[src/rtl/multicycle_ctrl.sv]
// Multicycle control sequencer: steps each instruction through FETCH/DECODE/EXEC/MEM/WB
// over one shared memory port, with a retired-instruction counter and a bus watchdog.
module multicycle_ctrl #(
  parameter int MAX_WAIT = 16
) (
  input  logic        clk,
  input  logic        reset,
  input  logic [6:0]  opcode,
  input  logic        alu_zero,
  input  logic        mem_ready,
  output logic        mem_req,
  output logic        mem_we,
  output logic        mem_addr_sel,
  output logic        ir_write,
  output logic        pc_write,
  output logic        pc_sel,
  output logic        alu_src_b,
  output logic        reg_write,
  output logic        mem_to_reg,
  output logic [2:0]  state,
  output logic [31:0] instret,
  output logic        illegal,
  output logic        bus_error
);

  typedef enum logic [2:0] {
    S_FETCH  = 3'd0,
    S_DECODE = 3'd1,
    S_EXEC   = 3'd2,
    S_MEM    = 3'd3,
    S_WB     = 3'd4,
    S_TRAP   = 3'd5
  } state_t;

  localparam logic [6:0] OP_R_TYPE = 7'b0110011;
  localparam logic [6:0] OP_IMM    = 7'b0010011;
  localparam logic [6:0] OP_LOAD   = 7'b0000011;
  localparam logic [6:0] OP_STORE  = 7'b0100011;
  localparam logic [6:0] OP_BRANCH = 7'b1100011;

  // The counter value seen on the last permitted wait cycle of one access.
  localparam logic [7:0] WAIT_LAST = 8'(MAX_WAIT - 1);

  state_t     st;
  logic [7:0] wait_cnt;
  logic       mem_phase;
  logic       expire;

  function automatic logic is_supported(input logic [6:0] op);
    return (op == OP_R_TYPE) || (op == OP_IMM) || (op == OP_LOAD) ||
           (op == OP_STORE)  || (op == OP_BRANCH);
  endfunction

  function automatic logic uses_imm(input logic [6:0] op);
    return (op == OP_IMM) || (op == OP_LOAD) || (op == OP_STORE);
  endfunction

  assign state     = st;
  assign mem_phase = (st == S_FETCH) || (st == S_MEM);
  assign expire    = mem_phase && !mem_ready && (wait_cnt == WAIT_LAST);

  // Strobes are pure decode of the current state; holding reset low silences all of them.
  always_comb begin
    mem_req      = 1'b0;
    mem_we       = 1'b0;
    mem_addr_sel = 1'b0;
    ir_write     = 1'b0;
    pc_write     = 1'b0;
    pc_sel       = 1'b0;
    alu_src_b    = 1'b0;
    reg_write    = 1'b0;
    mem_to_reg   = 1'b0;
    if (reset) begin
      case (st)
        S_FETCH: begin
          mem_req  = 1'b1;
          ir_write = mem_ready;
        end
        S_EXEC: begin
          alu_src_b = uses_imm(opcode);
          if (opcode == OP_BRANCH) begin
            pc_write = 1'b1;
            pc_sel   = alu_zero;
          end
        end
        S_MEM: begin
          mem_req      = 1'b1;
          mem_addr_sel = 1'b1;
          alu_src_b    = 1'b1;
          mem_we       = (opcode == OP_STORE);
          pc_write     = mem_ready && (opcode == OP_STORE);
        end
        S_WB: begin
          reg_write  = 1'b1;
          mem_to_reg = (opcode == OP_LOAD);
          pc_write   = 1'b1;
        end
        default: ;
      endcase
    end
  end

  // pc_write marks retirement, so instret counts exactly the cycles that pulse it.
  always_ff @(posedge clk) begin
    if (!reset) begin
      st        <= S_FETCH;
      wait_cnt  <= 8'd0;
      instret   <= 32'd0;
      illegal   <= 1'b0;
      bus_error <= 1'b0;
    end else begin
      if (pc_write)
        instret <= instret + 32'd1;
      wait_cnt <= (mem_phase && !mem_ready && !expire) ? wait_cnt + 8'd1 : 8'd0;
      if (expire) begin
        bus_error <= 1'b1;
        st        <= S_TRAP;
      end else begin
        case (st)
          S_FETCH: if (mem_ready) st <= S_DECODE;
          S_DECODE: begin
            if (is_supported(opcode)) begin
              st <= S_EXEC;
            end else begin
              illegal <= 1'b1;
              st      <= S_TRAP;
            end
          end
          S_EXEC: begin
            case (opcode)
              OP_R_TYPE, OP_IMM: st <= S_WB;
              OP_LOAD, OP_STORE: st <= S_MEM;
              OP_BRANCH:         st <= S_FETCH;
              default: begin
                illegal <= 1'b1;
                st      <= S_TRAP;
              end
            endcase
          end
          S_MEM: if (mem_ready) st <= (opcode == OP_LOAD) ? S_WB : S_FETCH;
          S_WB:  st <= S_FETCH;
          default: st <= S_TRAP;
        endcase
      end
    end
  end

endmodule

[config.mk]
export PLATFORM = sky130hd
export DESIGN_NAME = multicycle_ctrl
export DESIGN_NICKNAME = d
export VERILOG_FILES = /design/src/rtl/multicycle_ctrl.sv
export SDC_FILE = /design/constraint.sdc
export NUM_CORES = 1
export LEC_CHECK = 0
export ABC_CLOCK_PERIOD_IN_PS = 2600
export BUFFER_PORTS_ARGS = -buffer_cell sky130_fd_sc_hd__buf_2
export CORE_MARGIN = 3
export CORE_UTILIZATION = 49
export DETAILED_ROUTE_END_ITERATION = 6
export PLACE_DENSITY = 0.74
export SYNTH_ARGS = -nofsm -noshare
export SYNTH_HDL_FRONTEND = slang
export SYNTH_SLANG_ARGS = --single-unit
[constraint.sdc]
create_clock -name clk -period 2.6 [get_ports clk]
set_input_delay 0.52 -clock clk [delete_from_list [all_inputs] [get_ports clk]]
set_output_delay 0.52 -clock clk [all_outputs]
set_load 0.05 [all_outputs]
==> run metrics <==
Final Net Count=352; Post-Syn Nets=292; Remaining Overflow, GRT=0; ANT nets after route=0; CTS tree=yes; CP Max Fanout=8; Core ar.=4444 um2; Final period util=92.84%; Wirelength per Cell=13.82 um; setup bufs post-CTS=0; clock sinks=45; post-route cell area=2805 um2; Ports=57; leading cell types in the layout, fill and taps excluded=buf_2 (56), dfxtp_1 (45), nor2_1 (33); register bit total from synthesis=45; Max stage delay on crit path=490 ps; Avg Vias per Cell=5.836; area of placed instances=2694 um2; post-DP HPWL=3962 um; endpoints failing hold=0; Die ar.=5579 um2; vias in the first global route=1993; # rows=24; Die Wd=74.70 um; Final min period=2414 ps; worst reg-to-reg setup slack=450 ps; fmax=414.3 MHz; Post-Route WL=5403 um; most common cell after layout, fill and taps aside=buf_2; clock buffer depth=2; Fin Hold WS=453.3 ps; Place WS=197.8 ps; leakage power=1.138 nW; clk slew on worst S/H paths=80 ps; Seq/Total Area, Yosys=38.96%; layout cells sized above 1=25.96%; share of the synthesized area in the top cell type=38.96%; Synth Cell Area=2312 um2; clk_skew=8.053 ps; CTS H-tree depth=2; max cap viols=0; post-CTS sizing=0; total power=0.001344 W; setup violators final=0; Syn Inst Count=279; PwrDens=479.0 nW/um2; violation count after the first detailed-route iteration=156; pin count of the biggest net entering global routing=34; CTS hold repair buffers=0; IR drop worst, VDD=0.4559 mV; IO Port Bufs=56; Synth area leader=dfxtp_1; count of cell types in the netlist=43; DR pass1 iterations=5; setup_tns=0 ps; Ys Warns=0; Crit. End Element=primary output; synthesized area per cell=8.288 um2; Worst-Margin Slew=562.9 ps; Layout area overhead=21.32%; Arr. time, crit path=1890 ps; Num CTS Buffers=5; via count=2282; die height=74.70 um; fill cell count=396; root buf cell=clkbuf_8; detailed-route DRC error count=0; worst-path cell chain=or3b_4, o211ai_4, nand2_1, nor2_2, buf_2; initial core utilization=52.03%; Slew headroom=62.13%; critical path's slowest cell=or3b_4; worst hold path class=flop to flop; kind of critical path=flop to primary output; first-pass GRT wire length=8735 um; Setup crit start kind=flop; Cells on Worst Hold Path=1; worst reg2reg path depth=6; Routability Congestion=0.8102; Overall Global Routing Usage=19.69%; clk_lat worst skew=290 ps; setup slack after layout=186.1 ps; Worst EP required=2080 ps; Ant. Diodes=0; antenna violations before repair=0; Synth area leaders=dfxtp_1 (39%), nor2_1 (5.5%), a21oi_1 (4.3%); status=completed; fin. max-slew vios=0; RSZ-0062 raised after global routing=no
[final timing paths]
| check | startpoint | to |
|---|---|---|
| max | state[0] | pc_write |
| min | wait_cnt[0] | wait_cnt[0] |
| max reg2reg | state[0] | instret[27] |
| min reg2reg | wait_cnt[0] | wait_cnt[0] |
[logic make-up (layout without fill, tap and decap cells)]
logic type                 Yosys count  count (layout)  share of synthesized area (%)
buffers and inverters               19              79                          3.517
AOI/OAI and AO/OA                   51              51                          14.12
xor gates and xnor gates            17              17                          6.439
and+or+nand+nor                    144             144                          35.44
muxes                                1               1                         0.4329
DFF                                 45              45                          38.96
adders and majority gates            2               2                          1.082
[worst max-delay path, delay by kind of cell, from the launching register on]
family / cells / cell delay (ps)
buffers and inverters: 1 / 260
AO/OA/AOI/OAI: 1 / 170
flip-flops: 1 / 400
AND/OR/NAND/NOR: 3 / 770
[state kept, by name, indices dropped and copies added, names as in the netlist]
name / count
instret: 32
state: 3
wait_cnt: 8
bus_error: 1
illegal: 1
[per-layer routing]
metal	vias up	global-route usage [%]	part of all wire [%]
met5	-	0	0
met4	0	5.731	1.4
met3	9	4.272	5.3
met2	60	32.59	47
met1	1075	25.93	46
li1	1138	-	-
[power by group]
part           switching (W)  leakage [nW]  internal [W]
clock               0.000222        0.0540      0.000279
sequential        0.00000731         0.363      0.000695
combinational      0.0000955         0.721     0.0000446
[stage by stage]
| step | utilization (%) | instances |
|---|---|---|
| after global routing | 63.12 | 391 |
| after global placement | 60.61 | 384 |
| after floorplan | - | 279 |
| final | 63.12 | 391 |
| after CTS | 62.95 | 391 |
| after detailed placement | 60.61 | 384 |
[synth_stat cells, drive strengths merged]
library cell	instances
a211oi	3
a21o	1
a21oi	20
a22oi	1
a311oi	1
a31oi	1
and2	4
and3	4
buf	5
clkbuf	7
dfxtp	45
ha	2
inv	7
mux2i	1
nand2	19
nand2b	5
nand3	19
nand3b	1
nand4	14
nand4b	1
nand4bb	2
nor2	34
nor2b	4
nor3	10
nor4	4
nor4b	1
o211a	1
o211ai	3
o21ai	12
o221a	1
o31ai	7
or3	12
or3b	1
or4	9
xnor2	6
xor2	11
[final cells by class]
| class | count | area, um2 | share of cell area [%] |
|---|---|---|---|
| Timing Repair Buffer | 65 | 347.8 | 12.40 |
| Sequential cell | 45 | 900.9 | 32.11 |
| Clock inverter | 2 | 35.03 | 1.249 |
| Clock buffer | 5 | 68.82 | 2.453 |
| Tap cell | 52 | 65.06 | 2.319 |
| Inverter | 7 | 26.28 | 0.9367 |
| Multi-Input combinational cell | 215 | 1361 | 48.53 |
Note: power is estimated with default switching activity, not from simulation.
